==> config.mk <==
export PLATFORM = sky130hd
export DESIGN_NAME = cunchuqi
export DESIGN_NICKNAME = d
export VERILOG_FILES = /design/src/rtl/cunchuqi_pkg.sv /design/src/rtl/cunchuqi_ram.sv /design/src/rtl/cunchuqi.sv
export SDC_FILE = /design/constraint.sdc
export NUM_CORES = 2
export LEC_CHECK = 0
export BUFFER_PORTS_ARGS = -buffer_cell sky130_fd_sc_hd__buf_2
export CAP_MARGIN = 25
export CORE_MARGIN = 10
export CORE_UTILIZATION = 45
export DETAILED_ROUTE_END_ITERATION = 6
export GPL_ROUTABILITY_DRIVEN = 0
export SYNTH_ARGS = -nofsm -noshare
export SYNTH_HDL_FRONTEND = slang
export SYNTH_HIERARCHICAL = 1
export SYNTH_SLANG_ARGS = --single-unit
export TNS_END_PERCENT = 20
==> constraint.sdc <==
create_clock -name clk -period 208.9 [get_ports clk]
set_clock_uncertainty 0.2 [all_clocks]
set_input_delay 41.78 -clock clk [delete_from_list [all_inputs] [get_ports clk]]
set_output_delay 41.78 -clock clk [all_outputs]
set_load 0.01 [all_outputs]
==> src/rtl/cunchuqi_pkg.sv <==
// Shared constants and reset-pattern helper for the cunchuqi bring-up memory.
package cunchuqi_pkg;

  localparam int ADDR_W = 6;
  localparam int DATA_W = 32;
  localparam int DEPTH  = 64;
  localparam int BYTE_W = 8;

  // Byte k of word i is {k, i}, so every lane of every word is distinguishable on the LEDs.
  function automatic logic [DATA_W-1:0] init_word(input logic [ADDR_W-1:0] idx);
    logic [DATA_W-1:0] w;
    w = '0;
    for (int k = 0; k < DATA_W / BYTE_W; k++) begin
      w[k*BYTE_W +: BYTE_W] = {k[1:0], idx};
    end
    return w;
  endfunction

endpackage

==> src/rtl/cunchuqi_ram.sv <==
// 64 x 32 flip-flop array: asynchronous reset to the init pattern, synchronous write, combinational read.
module cunchuqi_ram
  import cunchuqi_pkg::*;
#(
  parameter logic [DATA_W-1:0] WRITE_DATA = 32'h12345678
) (
  input  logic              clk,
  input  logic              rst,
  input  logic [ADDR_W-1:0] addr_i,
  input  logic              we_i,
  output logic [DATA_W-1:0] rdata_o
);

  logic [DATA_W-1:0] mem_q [DEPTH];

  // Flops rather than block RAM so the whole array can be reloaded asynchronously.
  always_ff @(posedge clk or posedge rst) begin
    if (rst) begin
      for (int i = 0; i < DEPTH; i++) begin
        mem_q[i] <= init_word(ADDR_W'(i));
      end
    end else if (we_i) begin
      mem_q[addr_i] <= WRITE_DATA;
    end
  end

  assign rdata_o = mem_q[addr_i];

endmodule

==> src/rtl/cunchuqi.sv <==
// Memory-stage bring-up top: switch-addressed word, byte-lane select, registered LED byte.
module cunchuqi
  import cunchuqi_pkg::*;
#(
  parameter logic [DATA_W-1:0] WRITE_DATA = 32'h12345678
) (
  input  logic              clk,
  input  logic              rst,
  input  logic [7:2]        mem_arr,
  input  logic [1:0]        sw,
  input  logic              mem_write,
  output logic [BYTE_W-1:0] led
);

  logic [DATA_W-1:0] rdata;
  logic [BYTE_W-1:0] led_d;
  logic [BYTE_W-1:0] led_q;

  cunchuqi_ram #(
    .WRITE_DATA(WRITE_DATA)
  ) u_ram (
    .clk    (clk),
    .rst    (rst),
    .addr_i (mem_arr),
    .we_i   (mem_write),
    .rdata_o(rdata)
  );

  always_comb begin
    led_d = rdata[BYTE_W-1:0];
    unique case (sw)
      2'b00: led_d = rdata[7:0];
      2'b01: led_d = rdata[15:8];
      2'b10: led_d = rdata[23:16];
      2'b11: led_d = rdata[31:24];
      default: led_d = rdata[7:0];
    endcase
  end

  // The lane is sampled from the pre-write array, which gives read-before-write on collisions.
  always_ff @(posedge clk or posedge rst) begin
    if (rst) begin
      led_q <= '0;
    end else begin
      led_q <= led_d;
    end
  end

  assign led = led_q;

endmodule

Word-level counts from Yosys, hierarchy flattened
Index checks and enable logic that the tools add are counted.
{ "classes": {"n_lt_le_gt_ge": 2, "eq_ne": 3, "n_mux": 6, "bitwise": 4, "n_reduce_logical": 2} }
{ "op_table": {"columns": ["op", "count"], "rows": [
  ["$and A1216 B1216 Y1216", 1],
  ["$not A1216 Y1216", 1],
  ["$or A832 B832 Y832", 1],
  ["$bmux W32 S6", 1],
  ["$demux W32 S6", 1],
  ["$mux W32", 3],
  ["$pmux W8 S4", 1],
  ["$ge A7 B7 Y1 const B", 1],
  ["$lt A7 B1 Y1 const B", 1],
  ["$not A6 Y7", 1],
  ["$eq A2 B2 Y1 const B", 2],
  ["$eq A2 B1 Y1 const B", 1],
  ["$logic_not A2 Y1", 1],
  ["$logic_and A1 B1 Y1", 1]
]} }
{ "word_totals": {"register_bits": 2056, "input_bits": 11} }

Depth between registers and ports, before layout
{ "depth": {"word_depth": 7, "ltp_mapped": 11, "mapped_depth_nobuf": 6} }

Cells and area by module
The synthesis kept the hierarchy.
{ "by_module_without_submodules": {"columns": ["module", "n_inst", "cells_each", "area_each_um2", "seq_area_each_um2"], "rows": [
  ["cunchuqi_ram", 1, 5527, 82288.9, 52530.4],
  ["cunchuqi", 1, 19, 400.4, 200.2]
]} }

Least setup slack after synthesis
Ideal clock, no wire load.
{ "synth_timing": {"path_kind": "in2reg", "startpoint": "in mem_arr[3] (netlist bit)", "endpoint": "reg led_q[0] (netlist: led[0])", "setup_time_ns": 0.138, "arrival_time_ns": 44.120, "path_slack_ns": 164.441, "stages": 8, "path_buffers": 3, "path_cell_list": "buf_2 buf_4 buf_1 mux4_2 mux2i_1 nor2_1 or4_1 mux4_2"} }
{ "synth_between": {"elab_chain_cells": 5} }
{ "synth_rtl": {"columns": ["item", "line", "rtl"], "rows": [
  ["start, declared", "cunchuqi.sv:9", "input logic [7:2] mem_arr,"],
  ["$not A6 Y7 (not written as such)", "cunchuqi_ram.sv:27", "assign rdata_o = mem_q[addr_i];"],
  ["$bmux W32 S6", "cunchuqi_ram.sv:27", null],
  ["$mux W32 (not written as such) (2 in series)", "cunchuqi_ram.sv:27", null],
  ["named net rdata[24]", "cunchuqi.sv:15", "logic [DATA_W-1:0] rdata;"],
  ["$pmux W8 S4", "cunchuqi.sv:31", "unique case (sw)"],
  ["named net led_d[0]", "cunchuqi.sv:16", "logic [BYTE_W-1:0] led_d;"],
  ["end signal, assigned", "cunchuqi.sv:45", "led_q <= led_d;"],
  ["end, declared", "cunchuqi.sv:17", "logic [BYTE_W-1:0] led_q;"]
]} }
The timed path passes the listed nets, and every way through them passes these cells. The select of a mux whose other input is x is not followed.
A chain may end at the register's enable or synchronous reset.

==> run_results.csv <==
group,metric,value,unit
cts,clk_latency,0.85,ns
grt,grt_pass1_wl,319000,µm
power_and_ir_drop,pwr-share-clk,41.8,%
yosys,yosysSeqAreaShare,63.77,%
power_and_ir_drop,internal_power,699.8,µW
setup_path,rr_endpoint,"led[2]$_DFF_PP0_",
power_and_ir_drop,peakVddDrop,0.000006601,V
setup_path,cp.required,209.60,ns
route,finalWirelength,207600,µm
power_and_ir_drop,share_seq_of_total_power,50.2,%
yosys,synth_top_area_share,32.54,%
route,ant_nets,0,
sta,tightest_slew,1.168,ns
sta,fin_crit_sh,22.30,%
yosys,synth_adder_area_share,0,%
grt,grt_use_met1,30.72,%
yosys,async_flop_share,100.0,%
place,placed_area,85380,µm²
worst_hold_path,holdPathEnd,"u_ram/mem_q[1657]$_DFFE_PP0P_",
place,dp_hpwl,117900,µm
route,drtIter0Drc,3183,
sta,fmax,21.47,MHz
sta,slew_violations,0,
power_and_ir_drop,swShare,22.77,%
worst_hold_path,holdCritStartpoint,"u_ram/mem_q[1657]$_DFFE_PP0P_",
cts,cts_max_level,4,
setup_path,endpoint_kind,"asynchronous set/reset pin",
sta,grt_setup_unrepaired,"false",
grt,top_usage_layer,"met1",
grt,grt_antenna_before_repair,29,
cts,cts.sinks,2056,
yosys,yosys.area.top_type,"dfstp_2",
power_and_ir_drop,power_leakage,41.74,nW
cts,cts_setup_buffers,0,
yosys,synthMuxAreaShare,15.94,%
yosys,synth_nets,5557,
cells_and_area,area_growth_syn_to_layout,12.08,%
yosys,yosys_register_bits,2056,
grt,met2_usage,30.63,%
route,dr.pass1.iters,6,
yosys,synth_top_family_by_area,"simple AND/OR/NAND/NOR gates",
power_and_ir_drop,power_switching,206.3,µW
yosys,synth_warnings,6,
cts,clockBufferDepth,3,
power_and_ir_drop,p_comb_share,8.0,%
yosys,synth-edff-count,0,
setup_path,crit_fanout,135,
grt,grtUsageMet3,4.091,%
power_and_ir_drop,p_per_area,9.777,nW/µm²
yosys,synthTopCellsByCount,"dfrtp_1 (1032), dfstp_2 (1024), and2_1 (612), nor2b_1 (612), mux4_2 (511)",
yosys,synthSimpleGateAreaFrac,16.74,%
yosys,synth_ff_type,"dfrtp_1",
cts,ctsResizeCount,0,
setup_path,crit_type,"in2async",
cells_and_area,stdcell_area,92680,µm²
yosys,synth-xor-area-share,0,%
grt,first_global_vias,47570,
sta,min_period,46.59,ns
yosys,syn_area_per_cell,14.91,µm²
yosys,synthMostInstantiatedCell,"dfrtp_1",
sta,relSlewSlack,21.85,%
cells_and_area,n_fill_cell,15150,
worst_hold_path,hold_class,"reg2reg",
cts,postCtsHoldBufs,0,
cells_and_area,final_nets,5545,
sta,finalHoldViolCount,0,
floorplanning,fp.dieH,448.7,µm
flow_run,drv_cap,0,
setup_path,reg2reg_depth,5,
cts,cts_tree,"built",
floorplanning,rows,157,
yosys,synthCells,5546,
place,port_buffers,18,
outcome,outcome,"complete, no violations",
route,vias,44160,
setup_path,arrival,47.28,ns
grt,gr-total-overflow,0,
setup_path,regToRegSetupSlack,205.30,ns
route,route.detailed.drc,0,
sta,setup_viol,0,
floorplanning,ioPinCount,19,
power_and_ir_drop,finalPower,906.2,µW
setup_path,timing.rr.start,"u_ram/mem_q[178]$_DFFE_PP0P_",
cts,clk_pin_slew,0.06,ns
cts,clockRootBuffer,"clkbuf_16",
grt,gr-usage-all-layers,20.66,%
yosys,ys_top_cells_by_area,"dfstp_2 (33%), dfrtp_1 (31%), mux4_2 (14%), and2_1 (4.6%), nor2b_1 (4.6%)",
route,routedWlPerCell,25.30,µm
cts,cts_buffers,209,
yosys,ys_types,42,
route,vias_per_cell,5.383,
worst_hold_path,hold_depth,1,
yosys,synth_compound_area_share,1.540,%
yosys,synth.cell_area,82690,µm²
grt,grt_max_degree,170,
setup_path,start_kind,"input port",
sta,fin_tns_setup,0,ns
floorplanning,start_util,45.21,%
floorplanning,dieArea,201300,µm²
floorplanning,core,182900,µm²
floorplanning,fp.dieW,448.7,µm
cells_and_area,drive_gt1_share,43.12,%
==> metrics by stage <==
stage | hold slack [ns] | instances | setup WS (ns) | utilization [%]
after floorplan | 0.2287 | 5546 | 110.77 | -
after global placement | 0.2437 | 7777 | 161.30 | 46.66
after detailed placement | 0.2465 | 7779 | 161.19 | 46.69
after CTS | 0.2617 | 8177 | 162.11 | 50.54
after global routing | 0.2722 | 8196 | 161.48 | 50.67
final | 0.2583 | 8204 | 162.31 | 50.68
==> per-layer routing <==
metal	wire (µm)	up-vias
met5	10	-
li1	-	18900
met3	11950	254
met2	92560	1013
met1	97210	23990
met4	5840	2
==> critical path, stage by stage <==
cell	delay, ns
buf_2	0.13
inv_8	0.62
buf_4	0.75
buf_4	0.69
buf_4	0.77
buf_4	0.77
buf_4	0.83
buf_4	0.71
==> worst max-delay path by stage <==
stage	from	endpoint	slack, ns	cells after the start
final	rst	u_ram/mem_q[184]$_DFFE_PP0P_	162.31	8
after global routing	rst	u_ram/mem_q[186]$_DFFE_PP0P_	161.48	8
after floorplan	rst	u_ram/mem_q[1000]$_DFFE_PP0P_	110.77	1
after detailed placement	rst	u_ram/mem_q[22]$_DFFE_PP0P_	161.19	8
after global placement	rst	u_ram/mem_q[22]$_DFFE_PP0P_	161.30	8
after CTS	rst	u_ram/mem_q[22]$_DFFE_PP0P_	162.11	8
==> area by class of cell <==
type	instances	area, µm²	share of cell area (%)
Sequential cell	2056	52730	56.90
Multi-Input combinational cell	3112	28420	30.67
Clock buffer	340	6243	6.737
Tap cell	2464	3083	3.326
Timing Repair Buffer	152	1333	1.438
Clock inverter	58	803.3	0.8667
Antenna cell	19	47.55	0.05130
Inverter	3	18.77	0.02025
==> cell usage in the layout (no fill, tap or decap), types with 4 or more instances in the layout <==
master,count
buf_16,7
clkinvlp_4,4
clkinv_2,25
or4_1,29
nor2_4,4
or2_2,417
nand3_1,36
buf_2,15
o22ai_1,59
clkinv_8,7
dfstp_2,1024
nand2b_1,418
buf_12,5
mux2i_1,167
nand2_1,41
dfrtp_1,1032
bufinv_16,13
inv_6,5
nor2_2,31
nor2b_1,612
buf_4,121
clkbuf_8,50
and2_1,611
clkbuf_1,80
a21oi_1,6
nor3b_2,4
a221oi_1,5
clkbuf_16,210
mux4_2,511
a22oi_1,95
diode_2,19
nor2_1,32
==> power by group through the flow <==
| stage | Combinational [mW] | Clock (mW) | Sequential (mW) |
|---|---|---|---|
| 3_3_place_gp | 0.0709 | 0 | 0.460 |
| 2_1_floorplan | 0.0571 | 0 | 0.456 |
| 6_report | 0.0722 | 0.379 | 0.455 |
| 4_1_cts | 0.0729 | 0.389 | 0.455 |
| 5_1_grt | 0.0787 | 0.406 | 0.459 |
| 3_5_place_dp | 0.0729 | 0 | 0.461 |
==> cell families (layout without fill, tap and decap cells) <==
kind of cell           after synthesis  after routing
muxes                              678            678
DFF                               2056           2056
and+or+nand+nor                   2254           2254
buffers and inverters              378            553
AOI/OAI and AO/OA                  180            180
other                                0             19
==> registers in the layout, indices dropped and copies added, names as in the netlist <==
name         count
led              8
u_ram/mem_q   2048
No activity file was read; power rests on OpenSTA's default activity.
